**config.mk**
```make
export PLATFORM = sky130hd
export DESIGN_NAME = ysyx_24080034_regfile_2r1w_sb
export DESIGN_NICKNAME = d
export VERILOG_FILES = /design/src/rtl/ysyx_24080034_regfile_2r1w_sb.sv
export SDC_FILE = /design/constraint.sdc
export NUM_CORES = 2
export LEC_CHECK = 0
export ABC_AREA = 1
export ABC_CLOCK_PERIOD_IN_PS = 2230
export BUFFER_PORTS_ARGS = -buffer_cell sky130_fd_sc_hd__buf_2
export CAP_MARGIN = 10
export CELL_PAD_IN_SITES_DETAIL_PLACEMENT = 1
export CELL_PAD_IN_SITES_GLOBAL_PLACEMENT = 1
export CORE_MARGIN = 5
export CORE_UTILIZATION = 47
export DETAILED_ROUTE_END_ITERATION = 12
export GPL_ROUTABILITY_DRIVEN = 0
export PLACE_DENSITY_LB_ADDON = 0.15
export SLEW_MARGIN = 15
export SYNTH_ARGS = -nofsm -noshare
export SYNTH_HDL_FRONTEND = slang
export SYNTH_SLANG_ARGS = --single-unit
```
**constraint.sdc**
```tcl
create_clock -name clk -period 2.23 [get_ports clk]
set_input_delay 0.446 -clock clk [delete_from_list [all_inputs] [get_ports clk]]
set_output_delay 0.446 -clock clk [all_outputs]
set_load 0.01 [all_outputs]
```
**src/rtl/ysyx_24080034_regfile_2r1w_sb.sv**
```systemverilog
// Integer register file with two combinational read ports, one write port,
// optional write-to-read bypass and a per-entry busy scoreboard.
module ysyx_24080034_regfile_2r1w_sb #(
  parameter int ADDR_WIDTH = 5,
  parameter int DATA_WIDTH = 32,
  parameter int BYPASS     = 1,
  parameter int ZERO_REG   = 1
) (
  input  logic                  clk,
  input  logic                  rst_n,
  input  logic [ADDR_WIDTH-1:0] raddr1,
  output logic [DATA_WIDTH-1:0] rdata1,
  output logic                  rbusy1,
  input  logic [ADDR_WIDTH-1:0] raddr2,
  output logic [DATA_WIDTH-1:0] rdata2,
  output logic                  rbusy2,
  input  logic                  wen,
  input  logic [ADDR_WIDTH-1:0] waddr,
  input  logic [DATA_WIDTH-1:0] wdata,
  input  logic                  rsv_valid,
  input  logic [ADDR_WIDTH-1:0] rsv_addr,
  output logic                  rsv_ready,
  output logic                  any_busy
);

  localparam int NREG = 1 << ADDR_WIDTH;
  localparam bit ZR   = (ZERO_REG != 0);
  localparam bit BP   = (BYPASS != 0);

  logic [DATA_WIDTH-1:0] rf [NREG];
  logic [NREG-1:0]       busy;
  logic [NREG-1:0]       busy_nxt;

  logic wr_eff;
  logic rsv_eff;
  logic byp1;
  logic byp2;

  // writes and reservations aimed at a hardwired-zero entry are dropped here
  assign wr_eff    = wen && !(ZR && (waddr == '0));
  assign rsv_ready = !busy[rsv_addr] || (wen && (waddr == rsv_addr));
  assign rsv_eff   = rsv_valid && rsv_ready && !(ZR && (rsv_addr == '0));

  // reserve is applied after release so a same-index collision leaves the entry busy
  always_comb begin
    busy_nxt = busy;
    if (wr_eff) busy_nxt[waddr] = 1'b0;
    if (rsv_eff) busy_nxt[rsv_addr] = 1'b1;
  end

  always_ff @(posedge clk or negedge rst_n) begin
    if (!rst_n) begin
      busy <= '0;
      for (int i = 0; i < NREG; i++) rf[i] <= '0;
    end else begin
      busy <= busy_nxt;
      if (wr_eff) rf[waddr] <= wdata;
    end
  end

  assign byp1 = BP && wr_eff && (waddr == raddr1);
  assign byp2 = BP && wr_eff && (waddr == raddr2);

  always_comb begin
    if (ZR && (raddr1 == '0)) rdata1 = '0;
    else if (byp1)            rdata1 = wdata;
    else                      rdata1 = rf[raddr1];

    if (ZR && (raddr2 == '0)) rdata2 = '0;
    else if (byp2)            rdata2 = wdata;
    else                      rdata2 = rf[raddr2];
  end

  assign rbusy1   = byp1 ? 1'b0 : busy[raddr1];
  assign rbusy2   = byp2 ? 1'b0 : busy[raddr2];
  assign any_busy = |busy;

endmodule

```
Word-level counts from Yosys, hierarchy flattened

Index checks and enable logic that the tools add are counted.
Widths: inputs -> output; s select.

Register bits after elaboration: 1056
Bits of input ports: 56
Output and inout bits: 68

$lt $le $gt $ge: 10
Equality and inequality tests: 3
Muxes and demuxes: 27
Bitwise logic cells: 6
Reduce and logical (&&, ||, !) cells: 18

Operators by type and width:

| cell               | count |
|---|---|
| $bwmux 1024        | 1 |
| $mux 32            | 11 |
| $bmux 32 s5        | 2 |
| $demux 32 s5       | 1 |
| $and 32x32->32     | 1 |
| $not 32->32        | 1 |
| $or 32x32->32      | 1 |
| $reduce_or 32->1   | 1 |
| $lt 5x6->1 const B | 4 |
| $logic_not 5->1    | 4 |
| $ge 6x6->1 const B | 3 |
| $not 5->6          | 3 |
| $bmux 1 s5         | 3 |
| $eq 5x5->1         | 3 |
| $demux 1 s5        | 2 |
| $ge 5x1->1 const B | 2 |
| $logic_and 1x1->1  | 9 |
| $mux 1             | 7 |
| $lt 6x1->1 const B | 1 |
| $logic_not 1->1    | 3 |
| $logic_or 1x1->1   | 1 |

Logic depth before layout (Yosys ltp)

Depth after elaboration: 9
Depth in mapped cells: 14

Worst setup path before layout

Ideal clock, no wire load.

Path type: input -> output
From: input port raddr1[1]
To: output port rdata1[10]
Data arrival time: 1704 ps
Setup slack: 80 ps
Cell stages on the path: 9
Buffers on the path: 3
Cells stage by stage: buf_2 > clkbuf_1 > clkbuf_1 > o211ai_1 > nand3_1 > nand3_1 > nand3_1 > nand2_1 > a21oi_1

Cells in the longest elaborated chain, start to end: 6

Ends and longest elaborated chain:

| element                                    | line | RTL |
|---|---|---|
| start: declaration                         | 11   | `input logic [ADDR_WIDTH-1:0] raddr1,` |
| $not 5->6 (not written as such)            | 67   | `else rdata1 = rf[raddr1];` |
| $bmux 32 s5                                | 67   |  |
| $mux 32 (not written as such) (2 in a row) | 67   |  |
| $mux 32                                    | 66   | `else if (byp1) rdata1 = wdata;` |
| $mux 32 (*)                                | 65   | `if (ZR && (raddr1 == '0)) rdata1 = '0;` |
| end: declaration                           | 12   | `output logic [DATA_WIDTH-1:0] rdata1,` |

Mark *: on every way between the ends. The rest lies on a longest branch, timed or not. The select of a mux whose other input is x is not followed.

Final worst setup path

From: register busy[9]
To: output port rbusy2

Cells in the longest elaborated chain, start to end: 3

Ends and longest elaborated chain:

| element                      | line | RTL |
|---|---|---|
| start: declaration           | 31   | `logic [NREG-1:0] busy;` |
| start signal: assignment     | 56   | `busy <= busy_nxt;` |
| $bmux 1 s5                   | 75   | `assign rbusy2 = byp2 ? 1'b0 : busy[raddr2];` |
| $mux 1 (not written as such) | 75   |  |
| $mux 1                       | 75   |  |
| end: declaration             | 16   | `output logic rbusy2,` |

No other way between the ends. The select of a mux whose other input is x is not followed.

==> impl_metrics.csv <==
group,metric,value,unit
run_status,status,"finished, violations left",
run_status,violations,"negative setup slack",
synth,netlist_area,60100,um2
sta,worst_slack,-0.645,ns
sta,hold_ws,0.0463,ns
drt,wire_per_inst,28.4,um
synth,ys_async_sr_fraction,1.00,
synth,synth_cells,8223,
global_route,grt_pass1_wl,426000,um
flow_run,drv_cap,0,
global_route,grt_usage,0.409,
synth,post-synth-top-count-cell,"nand2_1",
placement,place_hpwl,178000,um
power_and_ir_drop,powerDensity,832,nW/um2
die,die_area,135000,um2
critical_path,max_stage_delay,0.44,ns
sta,final-setup-viol-count,68,
synth,synth_top_area_cell,"dfrtp_1",
global_route,grt_max_degree,97,
drt,wl_met1,108000,um
die,fp.dieW,367,um
sta,period_needed,2.87,ns
cells_and_area,drive_above_1_share,0.243,
cells_and_area,fin_nets,8566,
die,io_pins,124,
power_and_ir_drop,finalPower,64100,uW
synth,avgSynthCellArea,7.30,um2
hold_path,hold_path.class,"primary input to flip-flop",
sta,totalNegativeSetupSlack,-23.93,ns
critical_path,path_max_fanout,5,
drt,routed-wl-met2,131000,um
synth,yosysSeqAreaShare,0.440,
critical_path,critPathRequiredTime,1.78,ns
critical_path,path_cells,"o21ai_0 > o221ai_1 > nand3_1 > nand2_1 > nor2_2 > nor2_4 > buf_4 > buf_2",
drt,drtIter0Drc,7772,
clocking,cts_buffers,130,
sta,tightestPinTransition,0.605,ns
clocking,cts-root-buf,"clkbuf_16",
synth,yosys_warnings,0,
clocking,clock_latency,0.77,ns
critical_path,crit_slowest_cell,"dfrtp_1",
critical_path,crit_type,"flip-flop to primary output",
global_route,antenna_found_initial,13,
drt,top_layer,"met5",
synth,synthTopCellsByArea,"dfrtp_1 (44%), nand2_1 (12%), o21ai_0 (12%), nand3_1 (7.9%), o211ai_1 (5.5%)",
drt,met3_length,28600,um
placement,place_area,67100,um2
critical_path,cp_data_arrival_time,2.43,ns
global_route,gr-total-overflow,0,
drt,vias,66900,
power_and_ir_drop,vdd_drop_max,0.735,mV
sta,relSlewSlack,0.596,
cells_and_area,design_area,77100,um2
power_and_ir_drop,leakage,0.0355,uW
clocking,cts.htree.levels,4,
drt,drt.antenna.violating_nets,0,
synth,synth_nets,8279,
die,std_cell_rows,131,
global_route,grt_pass1_vias,68400,
sta,max_freq,0.348,GHz
sta,finalHoldViolCount,0,
clocking,cts.sinks,1056,
synth,ys_types,34,
critical_path,cp_top_family,"compound AO/OA/AOI/OAI gates",
clocking,cts_tree,"built",
placement,io_buffer_count,123,
critical_path,cp-end-kind,"primary output",
die,initial_core_util,0.472,
sta,clock-skew-final,0.0243,ns
drt,via_per_inst,6.51,
synth,synth_top_area_share,0.440,
drt,route.detailed.drc,0,
sta,fin_crit_sh,1.29,
synth,ys.flop_type,"dfrtp_1",
cells_and_area,syn2layout_area_growth,28.4,%
critical_path,critPathBufInv,2,
die,die_y,367,um
sta,maxSlewViolCount,0,
synth,synthTopCellsByCount,"nand2_1 (1906), o21ai_0 (1405), dfrtp_1 (1056)",
synth,synth_edf_count,0,
synth,synth_seq_cells,1056,
sta,rsz0062_at_grt,"yes",
die,core,127000,um2
clocking,clkSlewWorstSetupHoldPaths,0.06,ns
drt,wirelength,291000,um
drt,dr.pass1.iters,6,
critical_path,critPathLaunchType,"flip-flop",
clocking,clockBufferDepth,3,
[cell type report]
class	count	area, um2
inverters	663	2530
flip-flops and latches	1056	26400
diodes	9	22.5
repair buffers	955	10700
clock inverters	33	504
well taps	1662	2080
fillers	15100	50100
multi-input cells	5704	30900
clock buffers	189	3930
[report_power, final]
part	internal [uW]	total, uW	leakage, uW	switching, uW
Sequential	22800	25700	0.0135	2840
Combinational	6240	15900	0.0199	9700
Clock	13600	22500	0.00217	8980
Total	42600	64100	0.0355	21500
[cells in the final DEF, fill, tap and decap left out, types with 150 or more instances in the layout]
cell	instances
nand2_1	1798
buf_12	230
inv_2	150
buf_4	531
a21oi_2	225
nand3_2	280
o21ai_1	390
a21oi_1	341
o21ai_0	1110
nand3_1	651
dfrtp_1	1043
o211ai_1	440
inv_1	504
[registers in the layout, indices dropped and copies added (netlist names)]
register	cells
rf	1024
busy	32
[tightest hold or removal path, cell delays in order]
cell	delay, ns
buf_2	0.16
nand2_1	0.08
o21ai_0	0.07
[kinds of logic (layout without fill, tap and decap cells)]
family / after synthesis / in the layout / synth area share
compound gates: 2567 / 2567 / 0.233
xor+xnor: 6 / 6 / 0.000875
buf+inv: 1463 / 1840 / 0.104
flops: 1056 / 1056 / 0.440
other cells: 0 / 9 / 0
simple gates: 3131 / 3131 / 0.223
[per-stage QoR]
step,setup WS [ns],instances,util
detailed placement,-0.657,9838,0.528
CTS,-0.518,10200,0.589
finish,-0.645,10300,0.606
global placement,-0.682,9838,0.528
global route,-0.712,10300,0.606
floorplan,0.0800,8223,-
[timing repair]
| item | 4_1_cts | 5_1_grt |
|---|---|---|
| setup endpoints to repair | 68 | 68 |
| hold buffers | 10 | 0 |
| cloned | 9 | 4 |
| hold endpoints to repair | 180 | 0 |
| resized for setup | 754 | 541 |
| buffers inserted | 103 | 88 |
| pin swaps | 320 | 319 |
[path summary, 6_finish.rpt]
kind,slack (ns),startpoint,endpoint,cells after the start
setup / recovery,-0.64,busy[9]$_DFF_PN0_,rbusy2,8
hold / removal,0.05,wdata[13],rf[269]$_DFFE_PN0P_,3
setup reg to reg,0.27,busy[26]$_DFF_PN0_,busy[7]$_DFF_PN0_,14
hold reg to reg,0.39,rf[1008]$_DFFE_PN0P_,rf[1008]$_DFFE_PN0P_,0
max in group asynchronous,1.07,rst_n,busy[31]$_DFF_PN0_,4
min in group asynchronous,0.17,rst_n,rf[487]$_DFFE_PN0P_,2
[layer usage]
layer	GRT usage	vias up
li1	-	28300
met5	0	-
met2	0.647	3964
met1	0.498	33300
met4	0.280	4
met3	0.0940	1397
Note: power is estimated with default switching activity, not from simulation.
